<file path="config.mk">
export PLATFORM = sky130hd
export DESIGN_NAME = bayer_mosaic
export DESIGN_NICKNAME = d
export VERILOG_FILES = /design/src/rtl/img_pkg.sv /design/src/rtl/bayer_phase_sel.sv /design/src/rtl/bayer_mosaic.sv
export SDC_FILE = /design/constraint.sdc
export NUM_CORES = 1
export LEC_CHECK = 0
export CORE_MARGIN = 2
export CORE_UTILIZATION = 40
export CTS_CLUSTER_DIAMETER = 200
export CTS_CLUSTER_SIZE = 20
export DETAILED_ROUTE_END_ITERATION = 10
export MAX_ROUTING_LAYER = met4
export PLACE_DENSITY_LB_ADDON = 0.1
export SLEW_MARGIN = 0
export SYNTH_ARGS = -nofsm -noshare
export SYNTH_HDL_FRONTEND = slang
export SYNTH_SLANG_ARGS = --single-unit
</file>
<file path="constraint.sdc">
create_clock -name p_clk -period 4.2 [get_ports p_clk]
set_clock_uncertainty 0.05 [all_clocks]
set_input_delay 0.42 -clock p_clk [delete_from_list [all_inputs] [get_ports p_clk]]
set_output_delay 0.42 -clock p_clk [all_outputs]
set_load 0.1 [all_outputs]
</file>
<file path="src/rtl/img_pkg.sv">
// Shared image-pipeline types and widths used by the mosaic encoder, the demosaic
// block and the bench interface.
package img_pkg;

  localparam int unsigned PIX_DW = 12;
  localparam int unsigned CNT_W  = 16;

  typedef enum logic [1:0] {
    RGGB = 2'd0,
    GRBG = 2'd1,
    GBRG = 2'd2,
    BGGR = 2'd3
  } bayer_pat_e;

  typedef enum logic {
    WAIT_SOF = 1'b0,
    ACTIVE   = 1'b1
  } mosaic_state_e;

endpackage

</file>
<file path="src/rtl/bayer_phase_sel.sv">
// Combinational Bayer component picker: selects R, G or B from the 2x2 tile phase
// {y[0], x[0]} and the colour order of the tile.
module bayer_phase_sel
  import img_pkg::*;
#(
  parameter int unsigned DW = PIX_DW
) (
  input  logic [1:0]    i_phase,
  input  bayer_pat_e    i_pat,
  input  logic [DW-1:0] i_red,
  input  logic [DW-1:0] i_green,
  input  logic [DW-1:0] i_blue,
  output logic [DW-1:0] o_data
);

  typedef enum logic [1:0] {SelR, SelG, SelB} sel_e;

  sel_e w_sel;

  always_comb begin
    w_sel = SelG;
    unique case (i_pat)
      RGGB: begin
        if (i_phase == 2'b00) w_sel = SelR;
        if (i_phase == 2'b11) w_sel = SelB;
      end
      GRBG: begin
        if (i_phase == 2'b01) w_sel = SelR;
        if (i_phase == 2'b10) w_sel = SelB;
      end
      GBRG: begin
        if (i_phase == 2'b01) w_sel = SelB;
        if (i_phase == 2'b10) w_sel = SelR;
      end
      BGGR: begin
        if (i_phase == 2'b00) w_sel = SelB;
        if (i_phase == 2'b11) w_sel = SelR;
      end
      default: w_sel = SelG;
    endcase
  end

  always_comb begin
    o_data = i_green;
    unique case (w_sel)
      SelR:    o_data = i_red;
      SelB:    o_data = i_blue;
      default: o_data = i_green;
    endcase
  end

endmodule

</file>
<file path="src/rtl/bayer_mosaic.sv">
// RGB-to-Bayer mosaic encoder: frames the incoming pixel stream on i_sof, tracks
// pixel coordinates and emits one registered Bayer sample per accepted pixel.
module bayer_mosaic
  import img_pkg::*;
#(
  parameter int unsigned IMG_W     = 640,
  parameter int unsigned IMG_H     = 480,
  parameter int unsigned DW        = PIX_DW,
  parameter int unsigned CW        = CNT_W,
  parameter int unsigned BAYER_PAT = 0
) (
  input  logic          p_clk,
  input  logic          rst,
  input  logic [DW-1:0] i_red,
  input  logic [DW-1:0] i_green,
  input  logic [DW-1:0] i_blue,
  input  logic          i_data_val,
  input  logic          i_sof,
  output logic [DW-1:0] o_data,
  output logic          o_data_val,
  output logic [CW-1:0] o_X_cnt,
  output logic [CW-1:0] o_Y_cnt,
  output logic          o_eol,
  output logic          o_eof,
  output logic          o_short_frame
);

  if ((IMG_W % 2) != 0 || (IMG_H % 2) != 0) begin : g_bad_size
    $error("bayer_mosaic: IMG_W and IMG_H must be even");
  end
  if (64'(IMG_W) > (64'd1 << CW) || 64'(IMG_H) > (64'd1 << CW)) begin : g_bad_cw
    $error("bayer_mosaic: IMG_W/IMG_H exceed counter range 2**CW");
  end
  if (BAYER_PAT > 3) begin : g_bad_pat
    $error("bayer_mosaic: BAYER_PAT must be in 0..3");
  end

  localparam bayer_pat_e PAT = bayer_pat_e'(BAYER_PAT[1:0]);

  mosaic_state_e r_state, w_state_nxt;

  logic [CW-1:0] r_x, r_y, w_x_nxt, w_y_nxt;
  logic [CW-1:0] w_x_cur, w_y_cur;
  logic          w_accept, w_restart, w_eol, w_last;
  logic [DW-1:0] w_sample;

  logic [DW-1:0] r_data;
  logic          r_data_val;
  logic [CW-1:0] r_x_out, r_y_out;
  logic          r_eol, r_eof, r_short;

  // A sof pixel always lands on (0,0), whatever the counters held.
  assign w_x_cur = i_sof ? '0 : r_x;
  assign w_y_cur = i_sof ? '0 : r_y;
  assign w_eol   = (w_x_cur == CW'(IMG_W - 1));
  assign w_last  = w_eol && (w_y_cur == CW'(IMG_H - 1));

  always_ff @(posedge p_clk) begin
    if (rst) begin
      r_state <= WAIT_SOF;
    end else begin
      r_state <= w_state_nxt;
    end
  end

  always_comb begin
    w_state_nxt = r_state;
    if (w_accept) begin
      w_state_nxt = w_last ? WAIT_SOF : ACTIVE;
    end
  end

  always_comb begin
    w_accept  = 1'b0;
    w_restart = 1'b0;
    unique case (r_state)
      WAIT_SOF: w_accept = i_data_val && i_sof;
      ACTIVE: begin
        w_accept  = i_data_val;
        w_restart = i_data_val && i_sof;
      end
      default: begin
        w_accept  = 1'b0;
        w_restart = 1'b0;
      end
    endcase
  end

  always_comb begin
    w_x_nxt = r_x;
    w_y_nxt = r_y;
    if (w_accept) begin
      if (w_last) begin
        w_x_nxt = '0;
        w_y_nxt = '0;
      end else if (w_eol) begin
        w_x_nxt = '0;
        w_y_nxt = w_y_cur + CW'(1);
      end else begin
        w_x_nxt = w_x_cur + CW'(1);
        w_y_nxt = w_y_cur;
      end
    end
  end

  always_ff @(posedge p_clk) begin
    if (rst) begin
      r_x <= '0;
      r_y <= '0;
    end else begin
      r_x <= w_x_nxt;
      r_y <= w_y_nxt;
    end
  end

  bayer_phase_sel #(
    .DW (DW)
  ) u_phase_sel (
    .i_phase ({w_y_cur[0], w_x_cur[0]}),
    .i_pat   (PAT),
    .i_red   (i_red),
    .i_green (i_green),
    .i_blue  (i_blue),
    .o_data  (w_sample)
  );

  // Sample and coordinates hold across idle cycles; pulses are qualified by accept.
  always_ff @(posedge p_clk) begin
    if (rst) begin
      r_data     <= '0;
      r_data_val <= 1'b0;
      r_x_out    <= '0;
      r_y_out    <= '0;
      r_eol      <= 1'b0;
      r_eof      <= 1'b0;
      r_short    <= 1'b0;
    end else begin
      r_data_val <= w_accept;
      r_eol      <= w_accept && w_eol;
      r_eof      <= w_accept && w_last;
      r_short    <= w_restart;
      if (w_accept) begin
        r_data  <= w_sample;
        r_x_out <= w_x_cur;
        r_y_out <= w_y_cur;
      end
    end
  end

  assign o_data        = r_data;
  assign o_data_val    = r_data_val;
  assign o_X_cnt       = r_x_out;
  assign o_Y_cnt       = r_y_out;
  assign o_eol         = r_eol;
  assign o_eof         = r_eof;
  assign o_short_frame = r_short;

endmodule

</file>
==> impl_results.md, run 1 <==
- Iter 0 DRT Violations: 264
- Placed inst area: 0.00484 mm²
- Count of final hold-check violations: 0
- Slowest stage delay, CP: 0.55 ns
- Worst Hold Path EP: o_Y_cnt[12]
- Footprint of the multi-input gates: 0.00211 mm²
- Setup Viol. Count Final: 0
- Post-synth EDFFs: 0
- Gpl congestion: 0.924
- Drt total wl: 11.5 mm
- Netlist cell types: 50
- Layout Cells excl Fill: 705
- Vias: 3955
- Post-Syn Area per Cell: 7.74 µm²
- Core area: 0.00933 mm²
- Worst Tran Pin Value: 1.01 ns
- Synth Net Count: 544
- Area share of the largest cell type after synthesis: 41.8%
- Setup TNS: 0 ns
- Synthesized area: 0.00388 mm²
- Root Driver: clkbuf_8
- Dominant synthesized flop cell: dfxtp_1
- Layout area overhead: 30.2%
- Pin count of the biggest net entering global routing: 71
- Final #Nets: 614
- Seq cells post-synth: 81
- Cells after DPL: 689
- Drt pass-1 iters: 4
- Unrepaired setup endpoints after global routing: no
- Arrival @ worst endpoint: 3.02 ns
- Status: complete, no violations
- Sequential-to-total area share from yosys stat: 41.8%
- Finished Cell Area: 0.00505 mm²
- Floorplan row count: 35
- Die width: 102 µm
- Num Clock Sinks: 81
- Chip Height: 102 µm
- Via/cell ratio: 5.61
- Gates resized, CTS repair: 0
- Leak: 0.00173 µW
- Dominant cells by area after synthesis: dfxtp_1 (42%), nand2_1 (9.2%), a21oi_1 (8.0%)
- R2R Setup Slk: 1.64 ns
- Skew-Pair Late Insertion Delay: 0.36 ns
- Kind of critical path: primary input to flop
- Bufs and invs on worst path: 3
- Final min period: 2.79 ns
- Post-synth top area cell: dfxtp_1
- Hold WS: 0.377 ns
- Total track usage: 23.7%
- Worst path depth: 10
- ANT cells: 0
- Synth warnings: 0
- VDD IR-drop max: 0.162 mV
- WHS Path Cells: 2
- Worst-path cell chain: clkdlybuf4s50_1 -> clkinv_1 -> nand2_1 -> inv_1 -> ha_1 -> nand4b_1 -> nor3_4 -> or4b_1 -> or4b_1 -> a21oi_1
- Worst Setup Start Kind: primary input
- Vias in the first global route: 3771
- Max frequency: 0.359 GHz
- Ports: 88
- Most frequent cells in the layout: nand2_1 (95), clkdlybuf4s50_1 (86), dfxtp_1 (81), a21oi_1 (62), o21ai_0 (34)
- CTS H-tree depth: 3
- Crit end category: flop
- CTS Buffer Depth: 2
- Starting Density: 41.6%
- RR Endpoint: r_y[14]
- CP top delay family: simple AND/OR/NAND/NOR gates
- Share of layout cells above drive strength 1: 5.38%
- Rel. slew slack: 32.2%
- Cells after Synth: 501
- Worst Path Required: 4.44 ns
- Depth of the worst register-to-register path: 8
- Drc violations: 0
- Post-synth ARST share: 0%
- Die Footprint: 0.0105 mm²
- Antenna-violating nets left: 0
- Post-DR wirelength/cell: 16.2 µm
- CP most frequent cell: or4b_1
- Min-Delay Path Class: primary input to flop
- Max-slew violations: 0
- IO Port Bufs: 87
- Flip-flop and latch area: 0.00162 mm²
- # fillers: 919
- Reg clk slew, reported paths: 0.09 ns
- FF-to-FF Start: r_y[0]
- Post-CTS repair timing setup buffer count: 0
- Hold path start: rst
- Crit share post-route: 66.4%
- Hold_buf cts: 0
- CP max stage cell: clkdlybuf4s50_1
- Initial antenna violation count: 0
- Crit Path Max Fanout: 5
- P per Cell Area: 315 mW/mm²
- CTS tree: done
- Commonest non-fill, non-tap cell in the layout: nand2_1
- Max-cap check violation count: 0
- Post-DP HPWL: 7.64 mm
- Inserted Clock Buffers: 9
- GRT overflow: 0
- First-pass GRT wire length: 19.0 mm
==> sequential cells by signal, summed over array words and instances, names as in the netlist, 12 cells and up <==
| signal | count |
|---|---|
| o_Y_cnt | 16 |
| o_X_cnt | 16 |
| o_data | 12 |
| r_x | 16 |
| r_y | 16 |
==> worst max-delay path by stage <==
stage	start	end	slack [ns]
finish	i_sof	r_y[14]	1.41
global route	i_sof	r_y[15]	1.27
CTS	i_sof	r_y[14]	1.44
detailed placement	i_sof	r_y[14]	1.07
global placement	i_sof	r_y[15]	1.12
floorplan	i_sof	r_y[14]	1.32
==> final cells by class <==
cell class / instances / area share (%)
multi-input combinational: 379 / 41.8
sequential: 81 / 32.1
timing repair buffer: 94 / 18.4
tap: 129 / 3.20
clock buffer: 9 / 2.45
clock inverter: 7 / 1.56
inverter: 6 / 0.446
==> synth_stat cells, types with 4 or more instances <==
library cell	count
a22oi_1	19
nand4_1	11
inv_1	5
nand3b_1	4
nor3_1	5
or4_1	4
nor4_1	5
and3_1	12
nor2_1	29
nor2b_1	7
a31oi_1	9
o21ai_0	34
a21oi_1	62
nand3_1	29
nand4b_1	6
mux2i_1	4
nand2_1	95
dfxtp_1	81
buf_1	4
clkbuf_1	27
and4b_1	4
==> routing by layer <==
| metal | up-vias | GRT usage [%] | share of wire, % |
|---|---|---|---|
| li1 | 1952 | - | - |
| met1 | 1840 | 31.1 | 46 |
| met2 | 146 | 36.6 | 46 |
| met3 | 17 | 4.99 | 6.2 |
| met4 | 0 | 7.28 | 1.5 |
| met5 | - | - | 0 |
==> report_power, final <==
group	leakage (µW)	internal, µW	switching [µW]
registers	0.000655	777	8.74
clock network	0.0000925	280	310
logic	0.000983	69.9	142
==> stage by stage <==
stage	util, %	total power, µW	setup WS [ns]
after floorplan	-	935	1.32
after global placement	51.9	1020	1.12
after detailed placement	51.9	1020	1.07
after CTS	54.1	1600	1.44
after global routing	54.1	1650	1.27
final	54.1	1590	1.41
==> cell families after synthesis <==
kind of cell    count (synthesis)  synth area share (%)
flops                          81                  41.8
fa+ha+maj                       3                 0.968
buf+inv                        41                  4.10
mux                             4                  1.03
simple gates                  233                  31.1
compound gates                139                  20.9
==> worst reg2reg max path, stage by stage (launching register included) <==
cell and delay [ns]:
dfxtp_1 0.46, nand2_1 0.11, inv_1 0.12, ha_1 0.23, nand4b_1 0.18, nor3_4 0.25
or4b_1 0.46, or4b_1 0.48, a21oi_1 0.15
Power figures use the tool's default switching activity.
==> inputs of run 2 (changes only) <==
==> constraint.sdc (replaced) <==
create_clock -name p_clk -period 2.9 [get_ports p_clk]
set_clock_uncertainty 0.05 [all_clocks]
set_input_delay 0.29 -clock p_clk [delete_from_list [all_inputs] [get_ports p_clk]]
set_output_delay 0.29 -clock p_clk [all_outputs]
set_load 0.1 [all_outputs]
==> run 2 against run 1 <==
Net effect: critical endpoint unchanged; setup slack got worse by 1.0 ns; count of clock-buffer cells in the layout unchanged; sequential cell count stayed put; sequential share of layout area barely moved; highest routed layer unchanged; register-to-register slack got worse by 1.3 ns; critical path depth down 2; cell count grew 2.7%.
==> impl_results.md, run 2 (synthesis gave the netlist of run 1 again) <==
- Status: complete, no violations
- CTS tree: done
- Setup TNS: 0 ns
- P_int: 1550 µW
- Share of layout cells above drive strength 1: 16.5%
- CP max stage cell: or4b_1
- Kind of critical path: flop to flop
- Final #Nets: 633
- Post-DR wirelength/cell: 16.8 µm
- Die Footprint: 0.0105 mm²
- Via/cell ratio: 5.56
- Final min period: 2.51 ns
- Worst Setup Start Kind: flop
- Vias in the first global route: 3768
- Arrival @ worst endpoint: 2.75 ns
- Unrepaired setup endpoints after global routing: no
- Hold_buf cts: 0
- VDD IR-drop max: 0.198 mV
- Chip Height: 102 µm
- Initial antenna violation count: 0
- Place WS: 0.0515 ns
- Drt pass-1 iters: 4
- ANT cells: 0
- CP most frequent cell: or4b_1
- Drt total wl: 12.2 mm
- Bufs and invs on worst path: 1
- Flip-flop and latch area: 0.00162 mm²
- CTS H-tree depth: 3
- GRT overflow: 0
- Num Clock Sinks: 81
- Count of final hold-check violations: 0
- Root Driver: clkbuf_8
- Footprint of the multi-input gates: 0.00211 mm²
- Post-DP HPWL: 8.50 mm
- Slowest stage delay, CP: 0.47 ns
- Rel. slew slack: 60.5%
- Worst Path Required: 3.14 ns
- Vias: 4023
- Setup Viol. Count Final: 0
- Most frequent cells in the layout: nand2_1 (95), dfxtp_1 (81), buf_4 (72), a21oi_1 (62), clkdlybuf4s50_1 (38)
- CP top delay family: simple AND/OR/NAND/NOR gates
- Ports: 88
- Commonest non-fill, non-tap cell in the layout: nand2_1
- Reg clk slew, reported paths: 0.09 ns
- Leak: 0.00192 µW
- # fillers: 948
- First-pass GRT wire length: 19.8 mm
- Clock share of power: 34.5%
- Core area: 0.00933 mm²
- Layout area overhead: 30.4%
- Max-slew violations: 0
- Starting Density: 41.6%
- Gpl congestion: 0.910
- Die width: 102 µm
- Combinational share of power: 14.2%
- P per Cell Area: 439 mW/mm²
- Crit end category: flop
- Min-Delay Path Class: primary input to flop
- Total track usage: 25.3%
- Drc violations: 0
- Gates resized, CTS repair: 0
- Crit share post-route: 86.6%
- Pin count of the biggest net entering global routing: 72
- Max frequency: 0.398 GHz
- Sw Ratio: 30.2%
- NetSw: 669 µW
- Iter 0 DRT Violations: 193
- Max-cap check violation count: 0
- Post-CTS repair timing setup buffer count: 0
- Inserted Clock Buffers: 9
- Antenna-violating nets left: 0
- Worst-path cell chain: nand2_1 -> inv_1 -> ha_1 -> nand4b_1 -> nor3_4 -> or4b_1 -> or4b_1 -> a21oi_1
- Setup WS post-layout: 0.388 ns
- CTS Buffer Depth: 2
- Crit Path Max Fanout: 7
- IO Port Bufs: 87
- Reg power frac: 51.3%
- Floorplan row count: 35
- Skew-Pair Late Insertion Delay: 0.35 ns
- Worst Tran Pin Value: 0.592 ns
## run 2: area by class of cell
| type | instances | area share [%] |
|---|---|---|
| multi-input combinational | 379 | 41.7 |
| sequential | 81 | 32.1 |
| timing repair buffer | 113 | 19.1 |
| tap | 129 | 3.19 |
| clock buffer | 9 | 2.45 |
| clock inverter | 7 | 1.02 |
| inverter | 6 | 0.446 |
## run 2: final timing paths
| path | startpoint | to | slack (ns) | depth (start not counted) |
|---|---|---|---|---|
| worst max-delay path | r_y[0] | r_y[14] | 0.39 | 8 |
| worst min-delay path | rst | o_Y_cnt[5] | 0.39 | 3 |
| worst max register to register | r_y[0] | r_y[14] | 0.39 | 8 |
| worst min register to register | o_X_cnt[2] | o_X_cnt[2] | 0.41 | 2 |
## run 2: worst min-delay path: cells and delay by family
kind	cells	cell delay, ns
AOI/OAI and AO/OA	1	0.14
buffers and inverters	2	0.33
## run 2: through the flow
step | total power [µW] | cell area (µm²) | std cells | utilization, % | hold slack, ns
CTS | 2250 | 5050 | 724 | 54.2 | 0.375
global route | 2320 | 5050 | 724 | 54.2 | 0.374
detailed placement | 1480 | 4880 | 708 | 52.3 | 0.394
floorplan | 1350 | 3880 | 501 | - | 0.403
finish | 2220 | 5050 | 724 | 54.2 | 0.388
global placement | 1480 | 4880 | 708 | 52.3 | 0.389
## run 2: power by group through the flow
stage                     Combinational [µW]  Sequential, µW  Clock [µW]
after floorplan                          113            1240           0
after global placement                   314            1160           0
after detailed placement                 316            1160           0
after CTS                                315            1140         794
after global routing                     338            1140         843
final                                    314            1140         766
## run 2: routing by layer
| metal | part of all wire [%] | up-vias | track usage [%] |
|---|---|---|---|
| met3 | 5.9 | 15 | 5.47 |
| li1 | - | 1993 | - |
| met2 | 48 | 119 | 39.3 |
| met4 | 1.8 | 0 | 8.82 |
| met1 | 45 | 1896 | 32.6 |
| met5 | 0 | - | - |
